[src/rtl/gin_mcast.sv]
// gin_mcast: FIFO-fed multicast input network delivering tagged packets atomically to every matching PE
module gin_mcast #(
  parameter int BITWIDTH   = 16,
  parameter int TAG_LENGTH = 4,
  parameter int X_BUS_SIZE = 4,
  parameter int Y_BUS_SIZE = 4,
  parameter int FIFO_DEPTH = 4,
  parameter int CNT_WIDTH  = 8
) (
  input  logic                                     clk,
  input  logic                                     rst,
  input  logic                                     i_program,
  input  logic [TAG_LENGTH-1:0]                    i_scan_tag_in,
  output logic [TAG_LENGTH-1:0]                    o_scan_tag_out,
  input  logic                                     i_gin_enable,
  output logic                                     o_gin_ready,
  input  logic [2*TAG_LENGTH+BITWIDTH-1:0]         i_data_packet,
  output logic [X_BUS_SIZE*Y_BUS_SIZE-1:0]         o_pe_enable,
  input  logic [X_BUS_SIZE*Y_BUS_SIZE-1:0]         i_pe_ready,
  output logic [BITWIDTH*X_BUS_SIZE*Y_BUS_SIZE-1:0] o_pe_value,
  output logic [$clog2(FIFO_DEPTH):0]              o_fifo_count,
  output logic [CNT_WIDTH-1:0]                     o_drop_count
);
  localparam int NPE = X_BUS_SIZE * Y_BUS_SIZE;
  localparam int N   = Y_BUS_SIZE + NPE;
  localparam int AW  = $clog2(FIFO_DEPTH);
  localparam int CW  = AW + 1;
  localparam int PW  = 2 * TAG_LENGTH + BITWIDTH;
  typedef enum logic [1:0] {IDLE, ISSUE, PROG} state_t;
  state_t                  r_state, w_state_nxt;
  logic [TAG_LENGTH-1:0]   r_scan [N];
  logic [PW-1:0]           r_mem [FIFO_DEPTH];
  logic [AW-1:0]           r_wp, r_rp;
  logic [CW-1:0]           r_cnt, w_cnt_nxt;
  logic [CNT_WIDTH-1:0]    r_drop;
  logic [NPE-1:0]          r_en, w_mask;
  logic [BITWIDTH*NPE-1:0] r_val;
  logic [PW-1:0]           w_head;
  logic [TAG_LENGTH-1:0]   w_row, w_col;
  logic [BITWIDTH-1:0]     w_data;
  logic                    w_push, w_pop, w_drop, w_deliver, w_issue;
  assign w_head = r_mem[r_rp];
  assign w_row = w_head[PW-1 -: TAG_LENGTH];
  assign w_col = w_head[BITWIDTH +: TAG_LENGTH];
  assign w_data = w_head[BITWIDTH-1:0];
  assign o_gin_ready = (r_cnt != CW'(FIFO_DEPTH)) && !i_program;
  assign w_push = i_gin_enable && o_gin_ready;
  assign o_scan_tag_out = r_scan[N-1];
  assign o_fifo_count = r_cnt;
  assign o_drop_count = r_drop;
  assign o_pe_enable = r_en;
  assign o_pe_value = r_val;
  genvar i;
  for (i = 0; i < NPE; i++) begin : g_m
    assign w_mask[i] = (w_row == r_scan[N-1-i/X_BUS_SIZE] || &w_row) && (w_col == r_scan[N-1-Y_BUS_SIZE-i] || &w_col);
  end
  always_comb begin
    w_issue = (r_state == ISSUE) && (r_cnt != '0);
    w_drop = w_issue && (w_mask == '0);
    w_deliver = w_issue && (w_mask != '0) && ((i_pe_ready & w_mask) == w_mask);
    w_pop = w_drop || w_deliver;
    w_cnt_nxt = r_cnt + CW'(w_push) - CW'(w_pop);
    w_state_nxt = i_program ? PROG : (r_state == PROG) ? IDLE : (w_cnt_nxt != '0) ? ISSUE : IDLE;
  end
  always_ff @(posedge clk) begin
    if (rst) begin
      r_state <= IDLE;
      r_wp <= '0;
      r_rp <= '0;
      r_cnt <= '0;
      r_drop <= '0;
      r_en <= '0;
      r_val <= '0;
      for (int k = 0; k < N; k++) r_scan[k] <= '0;
    end else begin
      r_state <= w_state_nxt;
      r_cnt <= w_cnt_nxt;
      if (w_push) r_wp <= r_wp + AW'(1);
      if (w_pop) r_rp <= r_rp + AW'(1);
      if (w_drop && !(&r_drop)) r_drop <= r_drop + CNT_WIDTH'(1);
      r_en <= w_deliver ? w_mask : '0;
      for (int k = 0; k < NPE; k++)
        if (w_deliver && w_mask[k]) r_val[BITWIDTH*k +: BITWIDTH] <= w_data;
      if (i_program) begin
        r_scan[0] <= i_scan_tag_in;
        for (int k = 1; k < N; k++) r_scan[k] <= r_scan[k-1];
      end
    end
  end
  always_ff @(posedge clk) begin
    if (w_push) r_mem[r_wp] <= i_data_packet;
  end
endmodule

[config.mk]
export PLATFORM = sky130hd
export DESIGN_NAME = gin_mcast
export DESIGN_NICKNAME = d
export VERILOG_FILES = /design/src/rtl/gin_mcast.sv
export SDC_FILE = /design/constraint.sdc
export NUM_CORES = 1
export LEC_CHECK = 0
export BUFFER_PORTS_ARGS = -buffer_cell sky130_fd_sc_hd__buf_2
export CAP_MARGIN = 20
export CORE_ASPECT_RATIO = 1.1
export CORE_MARGIN = 2
export CORE_UTILIZATION = 50
export DETAILED_ROUTE_END_ITERATION = 8
export PLACE_DENSITY = 0.71
export SLEW_MARGIN = 20
export SYNTH_ARGS = -nofsm -noshare
export SYNTH_HDL_FRONTEND = slang
export SYNTH_SLANG_ARGS = --single-unit
[constraint.sdc]
create_clock -name clk -period 8.9 [get_ports clk]
set_input_delay 1.78 -clock clk [delete_from_list [all_inputs] [get_ports clk]]
set_output_delay 1.78 -clock clk [all_outputs]
set_load 0.1 [all_outputs]
==> results.yml <==
status:
  status: "finished, final reports clean"
cells_and_area:
  seq_area_um2: 11100
  final_cell_mix: "334 x buf_2, 290 x dfxtp_1, 272 x nand2b_1"
  final_cells: 2347
  multi_input_area_um2: 7370
  syn_to_final_growth_pct: 17.0
  layout_commonest_cell: "buf_2"
  fillers: 3116
  nets: 1862
  layout-drive-gt1-share_pct: 26.1
setup_path:
  crit_cells: 17
  r2r-end: "r_state[0]$_SDFF_PP0_"
  crit_path_start_kind: "register"
  cp_top_family: "simple AND/OR/NAND/NOR gates"
  reg2reg_slack_ns: 2.97
  cp_cell_sequence: "mux4_1 -> xor2_1 -> nor4_1 -> a21oi_1 -> nor3_1 -> or3_1 -> nor4_4 -> a21oi_1 -> inv_1 -> ha_1 -> inv_1 -> ha_1 -> fa_1 -> xnor2_1 -> xnor2_1 -> nor3_1 -> nor3_1"
  critPathMostFrequentCell: "nor3_1"
  cp_slowest_cell: "dfxtp_2"
  reg2regPathDepth: 17
  path_buf_inv: 2
  worst_ep_arrival_time_ns: 6.33
  path_max_fanout: 32
  slowest_delay_ns: 0.96
  crit_path_end: "r_state[0]$_SDFF_PP0_"
  crit_required_ns: 9.30
  critPathKind: "reg -> reg"
  cp-end-kind: "register"
floorplan:
  dieArea_um2: 40400
  num_io_pins: 336
  fp-row-count: 75
  core_area_um2: 38200
  die_w_um: 192
  start_util_pct: 50.8
  die_h_um: 211
detailed_routing:
  wl_per_cell_um: 20.8
  dr.pass1.iters: 5
  antenna_left: 0
  met1_length_mm: 20.5
  top_layer: "met4"
  vias_per_cell: 5.30
  dr_wl_met2_mm: 23.5
  routed-wl-met3_mm: 2.98
  drtIter0Drc: 862
  wl_mm: 48.9
  drc: 0
  vias: 12400
yosys:
  synth_flop_cell: "dfxtp_1"
  ys_top_cells_by_area: "dfxtp_1 30%, edfxtp_1 27%, mux2i_1 13%"
  syn_area_um2: 19400
  ys_types: 49
  synth_top_area_cell: "dfxtp_1"
  synth-seq-area-share_pct: 57.3
  synth.top_cell.area_share_pct: 30.0
  synth_nets: 1586
  async_reset_ff_share_pct: 0
  ys_ff_latch: 467
  yosys_warnings: 0
  synth.avg_cell_area_um2: 12.7
  synth_edf_count: 176
  synthCells: 1530
global_route:
  grt_pass1_vias: 12400
  grt_max_degree: 130
  grt-ovfl-total: 0
  antenna_found_initial: 3
  grt_pass1_wl_mm: 72.5
  grtUsageTotal_pct: 23.5
run:
  drv_cap: 0
sta:
  setup_tns_ns: 0
  worstMarginPinSlew_ns: 1.15
  fin_crit_ns: 5.93
  whs_ns: 0.470
  slew_violations: 0
  max-slew-margin-rel_pct: 23.6
  clock_skew_ns: 0.0144
  hold_viol: 0
  fmax_ghz: 0.169
  rsz0062_at_grt: "false"
  setup_viol_count_final: 0
  fin_crit_sh_pct: 66.6
place:
  place_hpwl_mm: 33.0
  portBuffers: 335
  gp_congestion: 0.895
  placed_cells: 2257
clocking:
  clockRootBuffer: "clkbuf_16"
  post_cts_buffers: 0
  cts_max_level: 2
  postCtsHoldBufs: 0
  cts_tree: "done"
  clkLatencyLatePin_ns: 0.57
  clk_pin_slew_worst_paths_ns: 0.06
  clk_path_buf_depth: 3
  cts_sinks: 467
  numCtsBuffers: 47
  ctsResizeCount: 0
worst_hold_path:
  worstHoldStart: "o_pe_value[207]$_SDFFE_PP0P_"
  hold_path.class: "reg -> reg"
power:
  p_leak_nw: 11.0
  p_per_area_nw_per_um2: 231
  irDropWorstVdd_v: 0.000178
==> registers in the layout, summed over array words and instances, names as in the netlist, named ones only <==
name / flops
o_pe_value: 256
r_mem: 96
r_scan: 80
o_pe_enable: 16
o_drop_count: 8
o_fifo_count: 3
r_rp: 2
r_state: 2
r_wp: 2
==> cells in the mapped netlist, types with 16 or more instances <==
cell type    n
a21oi_1     27
nor2b_1     16
mux4_2      20
buf_6       27
nand3_1     20
mux2i_1    257
nor4_1      19
nor2_1      27
edfxtp_1   176
nand2b_1   272
dfxtp_1    291
and2_1      73
xor2_1      72
clkbuf_1    76
==> final cells by class <==
type                            count  share of cell area (%)
Clock inverter                     23                    1.48
Tap cell                          500                    2.76
Clock buffer                       65                    5.90
Sequential cell                   467                    49.0
Antenna cell                        2                  0.0220
Inverter                           10                   0.165
Timing Repair Buffer              360                    8.24
Multi-Input combinational cell    920                    32.5
==> tightest hold or removal path, cell delays in order (launching register included) <==
cell and delay (ns):
dfxtp_1 0.30, nand2b_1 0.06, mux2i_1 0.06
==> metal layers <==
metal / vias to the layer above / global-route usage [%]
met4: 0 / 9.73
met3: 101 / 3.72
li1: 5794 / -
met1: 6118 / 30.7
met5: - / 0
met2: 436 / 39.1
==> power by group <==
| group | switching (W) | internal [W] |
|---|---|---|
| clock | 0.000835 | 0.00127 |
| combinational | 0.000558 | 0.000260 |
| sequential | 0.0000501 | 0.00228 |
==> kinds of logic (layout without fill, tap and decap cells) <==
kind of cell	count (synthesis)	count (layout)	share of synthesized area (%)
adders and majority gates	8	8	0.554
buffers and inverters	143	458	4.79
xor gates and xnor gates	83	83	3.75
AOI/OAI and AO/OA	55	55	1.82
muxes	284	284	16.3
other	0	2	0
DFF	467	467	57.3
and+or+nand+nor	490	490	15.5
==> per-stage QoR <==
step,total power [W],area (µm²),utilization [%],setup WS [ns]
2_1_floorplan,0.00302,19400,-,3.62
5_1_grt,0.00543,22700,59.4,2.64
3_3_place_gp,0.00317,21000,55.0,3.15
6_report,0.00525,22700,59.4,2.97
4_1_cts,0.00529,22700,59.4,2.95
3_5_place_dp,0.00319,21000,55.0,3.01
==> how the worst min path moves through the flow <==
stage	end	slack, ns	depth (start not counted)
after floorplan	r_state[0]$_SDFF_PP0_	0.48	2
after global placement	o_pe_value[234]$_SDFFE_PP0P_	0.46	2
after detailed placement	o_pe_value[67]$_SDFFE_PP0P_	0.46	2
after CTS	o_pe_value[207]$_SDFFE_PP0P_	0.47	2
after global routing	o_pe_value[52]$_SDFFE_PP0P_	0.49	2
final	o_pe_value[207]$_SDFFE_PP0P_	0.47	2
No activity file was read; power rests on OpenSTA's default activity.
